**config.mk**
```make
export PLATFORM = sky130hd
export DESIGN_NAME = mips_prog_loader_flat
export DESIGN_NICKNAME = d
export VERILOG_FILES = /design/src/rtl/mips_prog_loader_if.sv /design/src/rtl/mips_prog_loader.sv /design/src/flat_wrapper.sv
export SDC_FILE = /design/constraint.sdc
export NUM_CORES = 1
export LEC_CHECK = 0
export CELL_PAD_IN_SITES_DETAIL_PLACEMENT = 1
export CELL_PAD_IN_SITES_GLOBAL_PLACEMENT = 2
export CORE_ASPECT_RATIO = 0.7
export CORE_UTILIZATION = 24
export DETAILED_ROUTE_END_ITERATION = 8
export PLACE_DENSITY = 0.85
export SETUP_SLACK_MARGIN = 0.3
export SLEW_MARGIN = 10
export SYNTH_ARGS = -nofsm -noshare
export SYNTH_HDL_FRONTEND = slang
export SYNTH_SLANG_ARGS = --single-unit
```
**constraint.sdc**
```tcl
create_clock -name clk -period 1.8 [get_ports clk]
set_input_delay 0.45 -clock clk [delete_from_list [all_inputs] [get_ports clk]]
set_output_delay 0.45 -clock clk [all_outputs]
set_load 0.02 [all_outputs]
```
**src/rtl/mips_prog_loader_if.sv**
```systemverilog
// mips_prog_loader_if: 32-bit instruction-word stream (valid/ready/last)
interface mips_prog_loader_if;
  logic        s_valid;
  logic        s_ready;
  logic [31:0] s_data;
  logic        s_last;
  modport master (output s_valid, s_data, s_last, input s_ready);
  modport slave (input s_valid, s_data, s_last, output s_ready);
endinterface

```
**src/rtl/mips_prog_loader.sv**
```systemverilog
// mips_prog_loader: streams a program into instruction memory, then releases the CPU and reports its halt
// Optional LOADER_HLT_DETECT_EN: an HLT opcode word also ends the load.
module mips_prog_loader #(
  parameter int ADDR_W    = 10,
  parameter int MAX_WORDS = 1024
) (
  input  logic                clk,
  input  logic                rst_n,
  input  logic                start,
  mips_prog_loader_if.slave   s,
  output logic                mem_we,
  output logic [ADDR_W-1:0]   mem_addr,
  output logic [31:0]         mem_wdata,
  output logic                cpu_run,
  input  logic                cpu_halted,
  output logic                done,
  output logic                err,
  output logic [ADDR_W:0]     word_count
);
  typedef enum logic [2:0] {IDLE, LOAD, RELEASE, RUN, HALT} state_t;
  state_t state, nxt;
  logic hs, term, full, restart;
  assign s.s_ready = state == LOAD;
  assign cpu_run   = state == RUN || state == HALT;
  assign done      = state == HALT;
  assign hs        = s.s_valid && s.s_ready;
  assign restart   = (state == IDLE || state == HALT) && start;
  assign full      = word_count == (ADDR_W+1)'(MAX_WORDS - 1);
`ifdef LOADER_HLT_DETECT_EN
  assign term = s.s_last || s.s_data[31:26] == 6'h3f;
`else
  assign term = s.s_last;
`endif
  always_comb begin
    nxt = state;
    unique case (state)
      IDLE, HALT: nxt = start ? LOAD : state;
      LOAD:       nxt = !hs ? LOAD : term ? RELEASE : full ? IDLE : LOAD;
      RELEASE:    nxt = RUN;
      RUN:        nxt = cpu_halted ? HALT : RUN;
      default:    nxt = IDLE;
    endcase
  end
  always_ff @(posedge clk) begin
    if (!rst_n) begin
      state      <= IDLE;
      mem_we     <= 1'b0;
      mem_addr   <= '0;
      mem_wdata  <= '0;
      err        <= 1'b0;
      word_count <= '0;
    end else begin
      state  <= nxt;
      mem_we <= hs;
      if (hs) begin
        mem_addr   <= word_count[ADDR_W-1:0];
        mem_wdata  <= s.s_data;
        word_count <= word_count + 1'b1;
      end
      if (restart) begin
        word_count <= '0;
        err        <= 1'b0;
      end else if (hs && !term && full) begin
        err <= 1'b1;
      end
    end
  end
endmodule

```
**src/flat_wrapper.sv**
```systemverilog
// flat-port wrapper written by rule: the top's interface ports become plain ports
module mips_prog_loader_flat 
#(
  parameter int ADDR_W    = 10,
  parameter int MAX_WORDS = 1024
)
  (clk, rst_n, start, mem_we, mem_addr, mem_wdata, cpu_run, cpu_halted, done, err, word_count, s_s_valid, s_s_data, s_s_last, s_s_ready);
  mips_prog_loader_if s_i ();
  input  logic clk;
  input  logic rst_n;
  input  logic start;
  output logic mem_we;
  output logic [ADDR_W-1:0] mem_addr;
  output logic [31:0] mem_wdata;
  output logic cpu_run;
  input  logic cpu_halted;
  output logic done;
  output logic err;
  output logic [ADDR_W:0] word_count;
  input wire logic [$bits(s_i.s_valid)-1:0] s_s_valid;
  input wire logic [$bits(s_i.s_data)-1:0] s_s_data;
  input wire logic [$bits(s_i.s_last)-1:0] s_s_last;
  output wire logic [$bits(s_i.s_ready)-1:0] s_s_ready;
  assign s_i.s_valid = s_s_valid;
  assign s_i.s_data = s_s_data;
  assign s_i.s_last = s_s_last;
  assign s_s_ready = s_i.s_ready;
  mips_prog_loader #(.ADDR_W(ADDR_W), .MAX_WORDS(MAX_WORDS)) u_core (.clk(clk), .rst_n(rst_n), .start(start), .s(s_i), .mem_we(mem_we), .mem_addr(mem_addr), .mem_wdata(mem_wdata), .cpu_run(cpu_run), .cpu_halted(cpu_halted), .done(done), .err(err), .word_count(word_count));
endmodule
```
Word-level counts from Yosys, hierarchy flattened

Cells that the tools add are included.

Register bits after elaboration: 58
Bits of input ports: 38
Output and inout bits: 58
Logic and storage cells: 30

$add $sub $neg: 1
Eq/ne operators: 6
Multiplexer cells: 6
Bitwise gates (word level): 1
Reduce and logical (&&, ||, !) cells: 10

Operators by type and width:

| operator                                                                 | count |
|---|---|
| 3-bit 2-to-1 mux                                                         | 4 |
| 3-bit one-hot mux with 4 select lines                                    | 1 |
| 11-bit by 1-bit adder with 11-bit output (second input constant)         | 1 |
| 11-bit by 10-bit equality test with 1-bit output (second input constant) | 1 |
| 3-bit by 2-bit equality test with 1-bit output (second input constant)   | 2 |
| 1-bit logical AND                                                        | 4 |
| 2-bit OR reduction                                                       | 2 |
| 3-bit by 1-bit equality test with 1-bit output (second input constant)   | 1 |
| 3-bit equality test (second input constant)                              | 1 |
| 3-bit logical NOT                                                        | 1 |
| 1-bit logical OR                                                         | 2 |
| 2-bit inequality test (second input constant)                            | 1 |
| 1-bit logical NOT                                                        | 1 |
| 1-bit 2-to-1 mux                                                         | 1 |
| 1-bit NOT                                                                | 1 |

Longest topological paths before layout

Gate-level depths: netlist of the first run.

Word-level depth: 5
Gate-level depth with buffers: 6
Depth with buffers taken out: 4

Worst setup path after synthesis of the first run

No wires, ideal clock.

Path kind: register -> output
Start: register u_core.state[0]
End: output s_s_ready
Arrival time: 1.235 ns
Data required time: 1.350 ns
Path slack: 0.115 ns
Cell stages (with the launch flop): 3
Path buffers: 1
Path through: dfxtp_1 clkbuf_1 nor3b_1

Cells in the longest elaborated chain, start to end: 1

RTL lines:

| what                                           | line                   | RTL |
|---|---|---|
| start, declared                                | mips_prog_loader.sv:21 | `state_t state, nxt;` |
| start signal, assigned                         | mips_prog_loader.sv:53 | `state <= nxt;` |
| 3-bit by 1-bit equality test with 1-bit output | mips_prog_loader.sv:23 | `assign s.s_ready = state == LOAD;` |
| end, declared                                  | flat_wrapper.sv:23     | `output wire logic [$bits(s_i.s_ready)-1:0] s_s_ready;` |

No other way between the ends.

Worst setup path in the final report of the first run

Start: register u_core.state[1]
End: output cpu_run

Cells in the longest elaborated chain, start to end: 2
Elaborated cells on any way between the ends: 3
Those cells by class: eq/ne: 2; reduce/logical: 1

RTL lines:

| what                                                                                  | line                   | RTL |
|---|---|---|
| 3-bit by 2-bit equality test with 1-bit output or 3-bit equality test (tied branches) | mips_prog_loader.sv:24 | `assign cpu_run = state == RUN \|\| state == HALT;` |
| 1-bit logical OR *                                                                    | mips_prog_loader.sv:24 |  |
| end, declared                                                                         | flat_wrapper.sv:15     | `output logic cpu_run;` |

Every way passes the cells marked *; elsewhere a longest branch is shown, timed or not.

==> impl_metrics.json, run 1 <==
{
  "path_clk_slew_ns": 0.06,
  "vias_per_cell": 4.56,
  "die_area_mm2": 0.0105,
  "grt.met3_usage_pct": 5.39,
  "yosysSeqAreaShare_pct": 48.1,
  "setup.worst_path.start_class": "flop",
  "rr_worst_depth": 6,
  "ctsRootBufferMaster": "clkbuf_16",
  "start_util_pct": 24.9,
  "synth_seq_cells": 58,
  "hold_depth": 2,
  "grt_use_total_pct": 17.1,
  "nNetsFinal": 456,
  "yosys_warnings": 0,
  "synth-edff-count": 0,
  "synth.distinct_cells": 37,
  "arrival_ns": 1.21,
  "n_antenna_cell": 0,
  "area_delta_synth_final_pct": 90.2,
  "syn_avg_cell_area_um2": 8.60,
  "cts.sinks": 58,
  "die_w_um": 122,
  "cp_max_fo": 3,
  "wl_per_cell_um": 15.9,
  "syn_inst": 281,
  "grt.overflow.total": 0,
  "ir_drop_mv": 0.402,
  "fin_crit_ns": 1.66,
  "finClkSkew_ns": 0.00917,
  "antenna_found_initial": 0,
  "power_density_mw_per_mm2": 969,
  "setup_viol": 0,
  "postRouteWirelength_mm": 8.76,
  "finalCritPeriodShare_pct": 92.1,
  "tns_ns": 0,
  "fin_cells": 550,
  "std_cell_rows": 30,
  "drc": 0,
  "clock_path_buffers": 2,
  "cts_made_buffers": 9,
  "fmax_ghz": 0.603,
  "drive_gt1_share_pct": 33.4,
  "p_leak_nw": 1.92,
  "drtIter0Drc": 48,
  "ys_async_sr_fraction_pct": 0,
  "synth.net_count": 320,
  "dpl.hpwl_mm": 5.51,
  "met2_usage_pct": 28.8,
  "multi_input_area_mm2": 0.00148,
  "io_pins": 96,
  "clk_latency_ns": 0.33,
  "slew_headroom_pct": 69.3,
  "syn-cell-area_mm2": 0.00242,
  "top_usage_layer": "met2",
  "ctsHtreeMaxLevel": 3,
  "grt_max_degree": 30,
  "vias": 2507,
  "cp-end-kind": "output pin",
  "synth_flop_cell": "dfxtp_1",
  "n_fill_cell": 1083,
  "grt_pass1_wl_mm": 13.5,
  "critPathKind": "reg2out",
  "postRouteAntennaNets": 0,
  "drv_cap": 0,
  "die_h_um": 85.9,
  "final-hold-violation-count": 0,
  "hold_class": "reg2reg",
  "seqCellArea_mm2": 0.00118,
  "place_inst": 512,
  "drt-pass1-iter-count": 4,
  "outcome": "completed",
  "io_buffers": 95,
  "core-area_mm2": 0.00972,
  "gp_congestion": 0.772,
  "grt_use_met1_pct": 20.5,
  "tightest_slew_ns": 0.461,
  "cts_tree": "built",
  "grt_pass1_vias": 2669,
  "postCtsHoldBufs": 0,
  "grt_setup_unrepaired": "true",
  "slew_viol_final": 0,
  "critical_path_required_ns": 1.35
}
## worst max-delay path, cell delays in order (launching register included)
cell	delay, ns
dfxtp_2	0.37
nor2_4	0.05
and2_4	0.16
o21bai_4	0.15
buf_2	0.15
## per-layer routing
layer | routed length, um | vias to the layer above
met4 | 73 | 0
met2 | 4270 | 60
met3 | 447 | 9
li1 | - | 1239
met1 | 3960 | 1199
met5 | 0 | -
## area by class of cell
cell class                      count  area share (%)
Sequential cell                    58            25.7
Clock buffer                       12            5.80
Multi-Input combinational cell    201            32.1
Timing Repair Buffer              145            32.2
Inverter                            2           0.163
Clock inverter                      4           0.545
Tap cell                          128            3.49
## cells by family after synthesis
logic type,count (synthesis),share of synthesized area (%)
flip-flops,58,48.1
multiplexers,5,2.07
AND/OR/NAND/NOR,133,26.3
AO/OA/AOI/OAI,60,18.2
adder cells (fa/ha/maj),1,0.518
XOR/XNOR,1,0.363
buffers and inverters,23,4.51
## report_power, final
part           leakage (nW)  switching (mW)  internal [mW]
clock                 0.141           0.599           1.04
combinational          1.31           0.648          0.728
sequential            0.475          0.0591           1.38
total                  1.92            1.31           3.15
## state kept, by name, summed over array words and instances, names as in the netlist
register / cells
u_core.state: 3
u_core.mem_wdata: 32
u_core.err: 1
u_core.mem_addr: 10
u_core.word_count: 11
u_core.mem_we: 1
## placed cells by master, fill, tap and decap left out, types with 3 or more instances in the layout
cell type	Yosys	final
dfxtp_1	58	49
buf_2	6	3
nand2_4	0	11
mux2i_1	5	5
nand3_1	7	6
nand4_1	4	4
nand2_2	0	5
buf_4	0	26
clkbuf_2	0	3
dlygate4sd2_1	0	37
clkbuf_8	0	3
nand3b_1	6	6
clkdlybuf4s50_1	0	35
buf_6	2	14
dfxtp_4	0	4
a21boi_1	0	22
nor4_4	0	3
clkbuf_16	0	10
buf_12	0	7
dfxtp_2	0	5
a21boi_2	0	10
a21oi_2	1	4
nand2_1	92	76
clkdlybuf4s15_1	0	9
clkdlybuf4s15_2	0	6
a21boi_0	43	11
buf_16	0	3
## final timing paths
kind | from | end | slack, ns
worst max-delay path | u_core.state[1] | cpu_run | 0.14
worst min-delay path | u_core.mem_wdata[24] | u_core.mem_wdata[24] | 0.44
worst max register to register | u_core.state[1] | u_core.word_count[6] | 0.14
worst min register to register | u_core.mem_wdata[24] | u_core.mem_wdata[24] | 0.44
## metrics by stage
stage	utilization (%)	hold WS (ns)	area (um^2)	worst slack (ns)	total power, mW
2_1_floorplan	-	0.517	2440	0.311	1.92
3_3_place_gp	38.2	0.448	3710	-0.198	2.40
3_5_place_dp	38.2	0.456	3710	-0.254	2.43
4_1_cts	43.8	0.450	4260	0.132	4.28
5_1_grt	47.3	0.473	4590	0.0887	4.67
6_report	47.3	0.442	4590	0.142	4.45
## repair_timing
action | CTS | global route
buffers inserted | 10 | 7
gates resized for setup | 132 | 101
pin swaps | 10 | 33
setup endpoints to repair | 115 | 73
cloned | 4 | 1
## synthesized netlist by cell type (all sizes together), types with 2 or more instances
library cell	number	area, um^2
mux2i	5	50.1
nand3	7	35.0
buf	8	52.6
nand2b	2	12.5
nor2	2	7.51
or3	2	12.5
a21oi	5	28.8
nor3b	3	22.5
or4	2	18.8
o21ai	3	15.0
a21boi	43	323
nand3b	6	45.0
and2	2	12.5
clkbuf	13	48.8
nand2	92	345
inv	2	7.51
nand4	4	25.0
nor4	6	37.5
o31ai	2	15.0
dfxtp	58	1160
(Power assumes the default switching activity.)
==> inputs of run 2 (changes only) <==
MAX_ROUTING_LAYER = met4   (was not set)
==> impl_metrics.json, run 2 (synthesis results as in run 1) <==
{
  "vias": 2510,
  "die_area_mm2": 0.0105,
  "holdPathEnd": "u_core.mem_wdata[24]",
  "fin_crit_ns": 1.66,
  "clk_latency_ns": 0.33,
  "grt_max_degree": 30,
  "n_fill_cell": 1084,
  "setup_viol": 0,
  "tightest_slew_ns": 0.464,
  "nNetsFinal": 456,
  "path_clk_slew_ns": 0.06,
  "die_w_um": 122,
  "drc": 0,
  "io_pins": 96,
  "ir_drop_mv": 0.402,
  "p_sw_share_pct": 29.3,
  "start_util_pct": 24.9,
  "power.internal_mw": 3.15,
  "area_delta_synth_final_pct": 90.2,
  "placed_area_mm2": 0.00371,
  "cp_max_fo": 3,
  "p_seq_share_pct": 32.3,
  "final-hold-violation-count": 0,
  "pwr-share-clk_pct": 36.7,
  "antenna_found_initial": 0,
  "arrival_ns": 1.21,
  "cts_made_buffers": 9,
  "io_buffers": 95,
  "grt_use_total_pct": 17.6,
  "setup.worst_path.start_class": "flop",
  "regMostFlops": "u_core.mem_wdata",
  "wl_per_cell_um": 15.9,
  "fin_cells": 550,
  "finalCritPeriodShare_pct": 92.3,
  "grt_pass1_vias": 2670,
  "grt.overflow.total": 0,
  "finClkSkew_ns": 0.00955,
  "p_leak_nw": 1.92,
  "drtIter0Drc": 61,
  "die_h_um": 85.9,
  "clock_path_buffers": 2,
  "ctsHtreeMaxLevel": 3,
  "drt-pass1-iter-count": 4,
  "place_inst": 512,
  "r2r_start": "u_core.state[1]",
  "largest_reg_flops": 32,
  "cts.sinks": 58,
  "postRouteWirelength_mm": 8.77,
  "power_density_mw_per_mm2": 968,
  "r2r_slack_ns": 0.14,
  "vias_per_cell": 4.56,
  "drive_gt1_share_pct": 32.9,
  "layout_commonest_cell": "nand2_1",
  "dpl.hpwl_mm": 5.51,
  "hold_ws_ns": 0.443,
  "grt_pass1_wl_mm": 13.5,
  "cts_tree": "built",
  "reg_top3": "u_core.mem_wdata (32), u_core.word_count (11), u_core.mem_addr (10)",
  "postRouteAntennaNets": 0,
  "core-area_mm2": 0.00972,
  "slew_viol_final": 0,
  "std_cell_rows": 30,
  "grt_setup_unrepaired": "true",
  "n_antenna_cell": 0,
  "outcome": "completed",
  "critPathKind": "reg2out",
  "fmax_ghz": 0.602,
  "hold_class": "reg2reg",
  "tns_ns": 0,
  "cp-end-kind": "output pin",
  "ctsRootBufferMaster": "clkbuf_16",
  "gp_congestion": 0.783,
  "hold_depth": 2,
  "combPwrFrac_pct": 30.9,
  "drv_cap": 0,
  "power_mw": 4.45,
  "switchingPower_mw": 1.30,
  "final_cell_mix": "77 x nand2_1, 49 x dfxtp_1, 38 x dlygate4sd2_1",
  "fin_area_mm2": 0.00460,
  "reg2reg_to": "u_core.word_count[6]",
  "critical_path_required_ns": 1.35,
  "min_from": "u_core.mem_wdata[24]",
  "rr_worst_depth": 6,
  "slew_headroom_pct": 69.1
}
run 2: routing by layer:
layer / GRT usage (%) / vias to the layer above / part of all wire [%]
li1: - / 1239 / -
met1: 20.5 / 1199 / 45
met2: 28.8 / 62 / 49
met3: 5.32 / 10 / 4.9
met4: 5.50 / 0 / 0.84
met5: - / - / 0
run 2: power by group through the flow:
stage	clock (mW)	sequential, mW	combinational (mW)
global placement	0	1.45	0.945
global route	1.75	1.45	1.47
CTS	1.69	1.44	1.16
detailed placement	0	1.46	0.969
finish	1.63	1.44	1.38
floorplan	0	1.55	0.366
run 2: critical path: stages (launching register included):
cell	delay (ns)
dfxtp_2	0.37
nor2_4	0.05
and2_4	0.16
o21bai_4	0.15
buf_2	0.15
run 2: worst max-delay path by stage:
| stage | cells past startpoint | to | start |
|---|---|---|---|
| floorplan | 4 | cpu_run | u_core.state[0] |
| global placement | 6 | u_core.mem_addr[8] | s_s_valid |
| detailed placement | 6 | u_core.mem_wdata[11] | s_s_valid |
| CTS | 4 | cpu_run | u_core.state[1] |
| global route | 6 | u_core.word_count[6] | u_core.state[1] |
| finish | 4 | cpu_run | u_core.state[1] |
run 2: final cells by class:
| type | instances | area [um^2] | area share (%) |
|---|---|---|---|
| clock buffer | 12 | 267 | 5.80 |
| clock inverter | 4 | 25.0 | 0.545 |
| inverter | 2 | 7.51 | 0.163 |
| multi-input combinational | 201 | 1470 | 32.0 |
| sequential | 58 | 1180 | 25.7 |
| tap | 128 | 160 | 3.48 |
| timing repair buffer | 145 | 1480 | 32.2 |
run 2: timing repair:
item	CTS	global route
hold buffers	0	0
gates cloned	4	1
setup endpoints to repair	115	72
resized for setup	132	98
buffers inserted	10	7
pin swaps	10	33
run 2: metrics by stage:
stage | setup slack (ns) | utilization [%]
6_report | 0.139 | 47.3
5_1_grt | 0.0874 | 47.3
4_1_cts | 0.132 | 43.8
3_5_place_dp | -0.254 | 38.2
3_3_place_gp | -0.198 | 38.2
2_1_floorplan | 0.311 | -
